## src/rtl/panel_source.sv

```systemverilog
// Purpose: front-panel feeder; refresh clock, debounced MODE selection, tear-free lamp snapshots, lamp test.
// Latency: source to lamps up to SNAP_TICKS*2*PRESCALE cycles; lamp test to 12'hFFF in 3 cycles.
// Backpressure: none; outputs are level values that only move on REFRESHCLK falling transitions (or lamp test).
module panel_source #(
  parameter int PRESCALE   = 1024,
  parameter int DEBOUNCE   = 16,
  parameter int SNAP_TICKS = 64
) (
  input  logic        CLK,
  input  logic        RESET_N,
  input  logic [11:0] PC,
  input  logic [11:0] AC,
  input  logic [11:0] MA,
  input  logic [11:0] MD,
  input  logic [11:0] SR,
  input  logic [11:0] STATUS,
  input  logic        BTN_MODE,
  input  logic        LAMPTEST,
  output logic        REFRESHCLK,
  output logic [11:0] GREEN,
  output logic [11:0] RED,
  output logic [11:0] YELLOW,
  output logic [1:0]  MODE
);

  localparam int PW = $clog2(PRESCALE);
  localparam int DW = $clog2(DEBOUNCE + 1);
  localparam int SW = (SNAP_TICKS > 1) ? $clog2(SNAP_TICKS) : 1;

  typedef enum logic [1:0] {
    MODE_RUN  = 2'd0,
    MODE_MEM  = 2'd1,
    MODE_SW   = 2'd2
  } mode_e;

  // ---------------------------------------------------------------------------
  // Refresh timebase
  // ---------------------------------------------------------------------------
  logic [PW-1:0] pre_cnt;
  logic          tick;
  logic          refresh;

  assign tick = (pre_cnt == PW'(PRESCALE - 1));

  // Prescaler wraps after PRESCALE cycles; tick marks the last count.
  always_ff @(posedge CLK or negedge RESET_N) begin
    if (!RESET_N) begin
      pre_cnt <= '0;
    end else if (tick) begin
      pre_cnt <= '0;
    end else begin
      pre_cnt <= pre_cnt + 1'b1;
    end
  end

  // Refresh clock is a registered toggle so the multiplexer sees a clean 50% duty clock.
  always_ff @(posedge CLK or negedge RESET_N) begin
    if (!RESET_N) begin
      refresh <= 1'b0;
    end else if (tick) begin
      refresh <= ~refresh;
    end
  end

  assign REFRESHCLK = refresh;

  // ---------------------------------------------------------------------------
  // Input synchronizers
  // ---------------------------------------------------------------------------
  logic btn_meta;
  logic btn_sync;
  logic lt_meta;
  logic lt_sync;
  logic lt_dly;
  logic lt_fall;

  // Two-flop synchronizers for the raw panel switches, plus one extra stage on
  // lamp test so its release can be detected as an edge.
  always_ff @(posedge CLK or negedge RESET_N) begin
    if (!RESET_N) begin
      btn_meta <= 1'b0;
      btn_sync <= 1'b0;
      lt_meta  <= 1'b0;
      lt_sync  <= 1'b0;
      lt_dly   <= 1'b0;
    end else begin
      btn_meta <= BTN_MODE;
      btn_sync <= btn_meta;
      lt_meta  <= LAMPTEST;
      lt_sync  <= lt_meta;
      lt_dly   <= lt_sync;
    end
  end

  assign lt_fall = lt_dly & ~lt_sync;

  // ---------------------------------------------------------------------------
  // Button debounce (sampled on refresh ticks only)
  // ---------------------------------------------------------------------------
  logic          deb;
  logic          deb_next;
  logic [DW-1:0] deb_cnt;
  logic [DW-1:0] deb_cnt_next;
  logic          press;

  // A level change is accepted only after DEBOUNCE consecutive ticks that disagree
  // with the current debounced level; any agreeing tick restarts the count.
  always_comb begin
    deb_next     = deb;
    deb_cnt_next = deb_cnt;
    if (tick) begin
      if (btn_sync != deb) begin
        if (deb_cnt == DW'(DEBOUNCE - 1)) begin
          deb_next     = btn_sync;
          deb_cnt_next = '0;
        end else begin
          deb_cnt_next = deb_cnt + 1'b1;
        end
      end else begin
        deb_cnt_next = '0;
      end
    end
  end

  // Debounce state registers.
  always_ff @(posedge CLK or negedge RESET_N) begin
    if (!RESET_N) begin
      deb     <= 1'b0;
      deb_cnt <= '0;
    end else begin
      deb     <= deb_next;
      deb_cnt <= deb_cnt_next;
    end
  end

  // Only an accepted press (0 to 1) advances the mode; release is ignored.
  assign press = deb_next & ~deb;

  // ---------------------------------------------------------------------------
  // Display mode FSM
  // ---------------------------------------------------------------------------
  mode_e mode_q;
  mode_e mode_next;

  // Mode state register.
  always_ff @(posedge CLK or negedge RESET_N) begin
    if (!RESET_N) begin
      mode_q <= MODE_RUN;
    end else begin
      mode_q <= mode_next;
    end
  end

  // Next mode: cycle RUN -> MEM -> SW -> RUN on each accepted press.
  always_comb begin
    mode_next = mode_q;
    if (press) begin
      case (mode_q)
        MODE_RUN: mode_next = MODE_MEM;
        MODE_MEM: mode_next = MODE_SW;
        default:  mode_next = MODE_RUN;
      endcase
    end
  end

  logic [11:0] sel_green;
  logic [11:0] sel_red;
  logic [11:0] sel_yellow;

  // Source mux follows the upcoming mode so a press landing on a load point
  // is displayed immediately rather than one snapshot later.
  always_comb begin
    sel_green  = PC;
    sel_red    = AC;
    sel_yellow = MD;
    case (mode_next)
      MODE_MEM: begin
        sel_green  = MA;
        sel_red    = MD;
        sel_yellow = STATUS;
      end
      MODE_SW: begin
        sel_green  = SR;
        sel_red    = AC;
        sel_yellow = STATUS;
      end
      default: begin
        sel_green  = PC;
        sel_red    = AC;
        sel_yellow = MD;
      end
    endcase
  end

  assign MODE = mode_q;

  // ---------------------------------------------------------------------------
  // Snapshot scheduling
  // ---------------------------------------------------------------------------
  logic [SW-1:0] snap_cnt;
  logic          snap_wrap;
  logic          load_pt;
  logic          load_due;
  logic          do_load;
  logic          pending;

  // Loads only happen as REFRESHCLK falls, a full half-period away from the
  // rising edge the multiplexer scans on.
  assign load_pt   = tick & refresh;
  assign snap_wrap = (snap_cnt == SW'(SNAP_TICKS - 1));
  assign load_due  = snap_wrap | pending | press | lt_fall;
  assign do_load   = load_pt & load_due & ~lt_sync;

  // Snapshot counter advances once per load point.
  always_ff @(posedge CLK or negedge RESET_N) begin
    if (!RESET_N) begin
      snap_cnt <= '0;
    end else if (load_pt) begin
      if (snap_wrap) begin
        snap_cnt <= '0;
      end else begin
        snap_cnt <= snap_cnt + 1'b1;
      end
    end
  end

  // Pending remembers a mode change or lamp-test release until a load consumes it;
  // lamp test blocks loads, so pending survives it.
  always_ff @(posedge CLK or negedge RESET_N) begin
    if (!RESET_N) begin
      pending <= 1'b0;
    end else if (do_load) begin
      pending <= 1'b0;
    end else if (press || lt_fall) begin
      pending <= 1'b1;
    end
  end

  // Lamp registers: lamp test forces all-on every cycle, otherwise hold until a due load.
  always_ff @(posedge CLK or negedge RESET_N) begin
    if (!RESET_N) begin
      GREEN  <= '0;
      RED    <= '0;
      YELLOW <= '0;
    end else if (lt_sync) begin
      GREEN  <= 12'hFFF;
      RED    <= 12'hFFF;
      YELLOW <= 12'hFFF;
    end else if (do_load) begin
      GREEN  <= sel_green;
      RED    <= sel_red;
      YELLOW <= sel_yellow;
    end
  end

endmodule

```

## config.mk

```make
export PLATFORM = sky130hd
export DESIGN_NAME = panel_source
export DESIGN_NICKNAME = d
export VERILOG_FILES = /design/src/rtl/panel_source.sv
export SDC_FILE = /design/constraint.sdc
export NUM_CORES = 1
export LEC_CHECK = 0
export BUFFER_PORTS_ARGS = -buffer_cell sky130_fd_sc_hd__buf_2
export CORE_MARGIN = 1.5
export CORE_UTILIZATION = 55
export CTS_CLUSTER_DIAMETER = 80
export CTS_CLUSTER_SIZE = 12
export DETAILED_ROUTE_END_ITERATION = 8
export HOLD_SLACK_MARGIN = 0.06
export PLACE_DENSITY_LB_ADDON = 0.2
export SKIP_CTS_REPAIR_TIMING = 1
export SYNTH_ARGS = -nofsm -noshare
export SYNTH_HDL_FRONTEND = slang
export SYNTH_SLANG_ARGS = --single-unit
```

## constraint.sdc

```tcl
create_clock -name CLK -period 5.66 [get_ports CLK]
set_input_delay 1.698 -clock CLK [delete_from_list [all_inputs] [get_ports CLK]]
set_output_delay 1.698 -clock CLK [all_outputs]
set_load 0.005 [all_outputs]
```

======== After elaboration in Yosys (flattened, before gate mapping) ========
Cells that the tools add are included.
storage, ports and cells
  register bits ........................... 67
  logic and storage cells ................. 61
cells by class
  add/subtract/negate cells ............... 3
  eq/ne operators ......................... 7
  bitwise gates (word level) .............. 11
  multiplexer cells ....................... 20
  reduce and logical (&&, ||, !) cells .... 5
operator list
  kind                   number
  $mux 12                8
  $pmux 12 s2            1
  $add 10x1->10 const B  1
  $eq 10x10->1 const B   1
  $mux 10                1
  $mux 5                 2
  $add 6x1->6 const B    1
  $eq 6x6->1 const B     1
  $mux 6                 1
  $add 5x1->5 const B    1
  $and 1x1->1            5
  $eq 5x4->1 const B     1
  $mux 1                 5
  $eq 2x1->1 const B     2
  $pmux 2 s2             1
  $reduce_bool 2->1      2
  $not 1->1              3
  $or 1x1->1             3
  $eq 2x2->1 const B     1
  $logic_not 2->1        1
  $mux 2                 1
  $reduce_or 2->1        1
  $logic_or 1x1->1       1
  $ne 1x1->1             1

======== Longest topological paths before layout ========
  depth in word-level cells ............... 11
  mapped depth ............................ 11
  depth with buffers taken out ............ 10

======== Least setup slack after synthesis ========
Ideal clock, no wire load.
  path type ............................... register to register
  start ................................... register pre_cnt[0]
  end ..................................... register YELLOW[3]
  data required time ...................... 5581 ps
  data arrival time ....................... 2542 ps
  stages on the path, launching flop included .. 11
  slack ................................... 3039 ps
  period minus slack after synthesis ...... 2621 ps
  cell sequence ........................... dfrtp_1 -> ha_1 -> nand2_1 -> nor3_2 -> nand3_1 -> mux2_2 -> ha_1 -> clkbuf_1 -> clkbuf_1 -> a211oi_1 -> mux2i_1
on the way
  longest elaborated chain between the ends .. 9
RTL lines
  what                                             RTL line  text
  from (decl)                                      39        logic [PW-1:0] pre_cnt;
  from (signal assigned)                           52        pre_cnt <= pre_cnt + 1'b1;
  $eq 10x10->1 *                                   43        assign tick = (pre_cnt == PW'(PRESCALE - 1));
  $mux 1 *                                         111       if (tick) begin
  $and 1x1->1 *                                    137       assign press = deb_next & ~deb;
  $mux 2 *                                         157       if (press) begin
  net mode_next[1]                                 143       mode_e mode_next;
  $eq 2x2->1 / $eq 2x1->1 (equally long branches)  176       case (mode_next)
  $reduce_or 2->1 (no source line) *               -
  $mux 12 *                                        176
  $mux 12 *                                        249       end else if (do_load) begin
  $mux 12 *                                        245       end else if (lt_sync) begin
  to (signal assigned)                             252       YELLOW <= sel_yellow;
  to (decl)                                        22        output logic [11:0] YELLOW,
Mark *: on every way through the listed nets, which the timed path passes. The rest lies on a longest branch. The select of a mux whose other input is x is not followed.
A chain may end at the register's enable or synchronous reset.

======== Final worst setup path ========
  start ................................... register pre_cnt[0]
  end ..................................... register YELLOW[10]
Same word-level chain as after synthesis.

==> metrics.md <==
| Metric | Value |
|---|---|
| Vert. Die Dim | `83.3 um` |
| P per Cell Area | `220 nW/um^2` |
| GRT Max-Usage Layer | `met2` |
| Static leakage | `2.03 nW` |
| Initial core utilization | `0.565` |
| Switch Pwr | `0.206 mW` |
| Max Cap Viol | `0` |
| Post-route DRC violation count | `0` |
| Layout area overhead | `21.1%` |
| Slew @ Worst Pin | `0.890 ns` |
| Clock power share | `0.426` |
| Worst EP arrival | `4.04 ns` |
| Final std cells w/o fill | `528` |
| Final Setup Violations | `0` |
| Comb power frac | `0.064` |
| Diode count | `0` |
| Mapped Avg Cell Area | `10.4 um^2` |
| Crit start category | `register` |
| DRT iter0 DRCs | `156` |
| Fin util | `0.684` |
| Dpl hpwl | `5580 um` |
| TritonCTS clock tree | `done` |
| CTS clk-pin slew, worst paths | `0.07 ns` |
| DR WL/cell | `15.0 um` |
| CTS HTree Levels | `3` |
| Critical Path End Type | `register` |
| Yosys reg bits | `67` |
| Vias per cell | `5.55` |
| Hold Fails Final Rpt | `0` |
| CTS Sinks | `67` |
| Antenna Violating Nets Remaining | `0` |
| CTS Buf Count | `9` |
| Top-Level Pins | `115` |
| Slew Viols, Final | `0` |
| CP required | `5.86 ns` |
| Iteration count of the initial detailed-routing pass | `4` |
| # rows | `29` |
| Vias in the first global route | `2866` |
| Sequential-to-total area share from yosys stat | `0.473` |
| Maximum clock rate | `260 MHz` |
| VDD IR-drop max | `0.144 mV` |
| Nets | `528` |
| Hold Path Class | `register to register` |
| GRT met3 Usage | `0.0736` |
| Setup TNS | `0 ns` |
| Global-route wire length before repair | `13400 um` |
| Yosys warns | `0` |
| Outcome | `completed` |
| Clock Root Buffer | `clkbuf_8` |
| Layout cell share with drive strength beyond 1 | `0.313` |
| Die area | `6940 um^2` |
| Rel. slew slack | `0.406` |
| Sw frac | `0.219` |
| Clock Skew | `0.00842 ns` |
| Tot Pwr | `0.943 mW` |
| Post-Syn Instances | `340` |
| Routability congestion estimate | `0.779` |
| Synth unique cells | `39` |
| # port buffers | `114` |
| Global route overflow | `0` |
| Largest net degree at the start of global routing | `75` |
| Initial antenna violation count | `0` |
| Die width | `83.3 um` |
| Worst-Skew Late Latency | `0.34 ns` |
| Routed wire length | `7900 um` |
| Vias after detailed routing | `2928` |
| Kind of critical path | `register to register` |
| CORE AREA | `6280 um^2` |
| Placed cells | `512` |
| Syn_nets | `422` |
| Met2 usage | `0.384` |
| RSZ-0062 raised after global routing | `no` |
| Fin crit share | `0.679` |
| Sequential power share | `0.510` |
| Final Critical Period | `3.84 ns` |
| P_int | `0.737 mW` |
| Met1 Use GR | `0.311` |
| GRT Total Usage | `0.240` |
| Worst Path Max Fanout | `31` |
| Maximum clock insertion buffer count | `2` |
| Synthesized area | `3540 um^2` |
[power groups by stage]
| stage | clock network [mW] | logic, mW | registers, mW |
|---|---|---|---|
| 2_1_floorplan | 0 | 0.0210 | 0.490 |
| 3_3_place_gp | 0 | 0.0598 | 0.490 |
| 3_5_place_dp | 0 | 0.0605 | 0.490 |
| 4_1_cts | 0.411 | 0.0607 | 0.481 |
| 5_1_grt | 0.432 | 0.0673 | 0.481 |
| 6_report | 0.402 | 0.0599 | 0.481 |
[final cells by class]
| cell class | count | area, um^2 |
|---|---|---|
| inverters | 2 | 7.51 |
| multi-input cells | 248 | 1710 |
| flip-flops and latches | 67 | 1680 |
| repair buffers | 118 | 601 |
| fillers | 523 | 1980 |
| well taps | 77 | 96.3 |
| clock inverters | 2 | 35.0 |
| clock buffers | 14 | 163 |
[metrics by stage]
step	cell area, um^2	setup WS [ns]	hold WS (ns)
2_1_floorplan	3540	3.04	0.331
3_3_place_gp	4100	2.08	0.334
3_5_place_dp	4100	1.83	0.345
4_1_cts	4290	1.82	0.362
5_1_grt	4290	1.45	0.371
6_report	4290	1.82	0.358
[synth_stat cells (all sizes together)]
cell	n	area, um^2
nand2	11	41.3
o211ai	1	7.51
o21ai	5	25.0
a22oi	13	103
and2	4	25.0
nor2	58	218
xnor2	7	61.3
ha	6	75.1
clkbuf	16	60.1
nor4	1	21.3
dfrtp	67	1680
nand3	9	57.6
nor3b	1	7.51
nor3	2	15.0
mux2	4	45.0
a31oi	1	6.26
nand4	4	25.0
xor2	5	43.8
a21o	1	7.51
a211oi	36	270
o21a	1	7.51
or3	2	12.5
o31ai	3	22.5
nor2b	26	163
and3	1	7.51
a21oi	2	10.0
inv	2	7.51
nor4b	1	8.76
a32oi	1	8.76
buf	7	86.3
mux2i	39	390
and4	1	8.76
a221o	1	10.0
and4b	1	10.0
[critical path, stage by stage, from the launching register on]
cell	delay [ns]
dfrtp_1	0.36
ha_1	0.24
nand2_1	0.16
nor3_2	0.62
nand3_1	0.39
mux2_2	0.38
ha_1	0.64
buf_4	0.41
nor2b_1	0.10
a211oi_1	0.29
mux2i_1	0.11
[path summary, 6_finish.rpt]
| path | end | cells past startpoint | slack, ns | from |
|---|---|---|---|---|
| max | YELLOW[10]$_DFFE_PN0P_ | 10 | 1.82 | pre_cnt[0]$_DFF_PN0_ |
| min | lt_sync$_DFF_PN0_ | 0 | 0.36 | lt_meta$_DFF_PN0_ |
| max reg2reg | YELLOW[10]$_DFFE_PN0P_ | 10 | 1.82 | pre_cnt[0]$_DFF_PN0_ |
| min reg2reg | lt_sync$_DFF_PN0_ | 0 | 0.36 | lt_meta$_DFF_PN0_ |
| max in group asynchronous | lt_sync$_DFF_PN0_ | 2 | 3.31 | RESET_N |
| min in group asynchronous | RED[1]$_DFFE_PN0P_ | 1 | 1.38 | RESET_N |
[sequential cells by signal, indices dropped and copies added, names as in the netlist]
name,cells
GREEN,12
RED,12
YELLOW,12
pre_cnt,10
snap_cnt,6
deb_cnt,5
MODE,2
REFRESHCLK,1
btn_meta,1
btn_sync,1
deb,1
lt_dly,1
lt_meta,1
lt_sync,1
pending,1
[routing by layer]
metal	vias up	share of wire
li1	1421	-
met1	1389	0.45
met2	104	0.47
met3	14	0.064
met4	0	0.019
met5	-	0
[logic make-up after synthesis]
| logic type | after synthesis | share of synthesized area |
|---|---|---|
| mux | 43 | 0.123 |
| buf+inv | 25 | 0.0434 |
| fa+ha+maj | 6 | 0.0212 |
| flops | 67 | 0.473 |
| simple gates | 122 | 0.175 |
| compound gates | 65 | 0.135 |
| xor+xnor | 12 | 0.0297 |
[layout by cell type (no fill, tap or decap), types with 5 or more instances in the layout]
master and n:
buf_2 114, dfrtp_1 66, nor2_1 58, mux2i_1 39, a211oi_1 36, nor2b_1 26
a22oi_1 12, nand2_1 11, clkbuf_8 11, nand3_1 8, xnor2_1 7, ha_1 6
xor2_1 5, o21ai_0 5
Power figures use the tool's default switching activity.
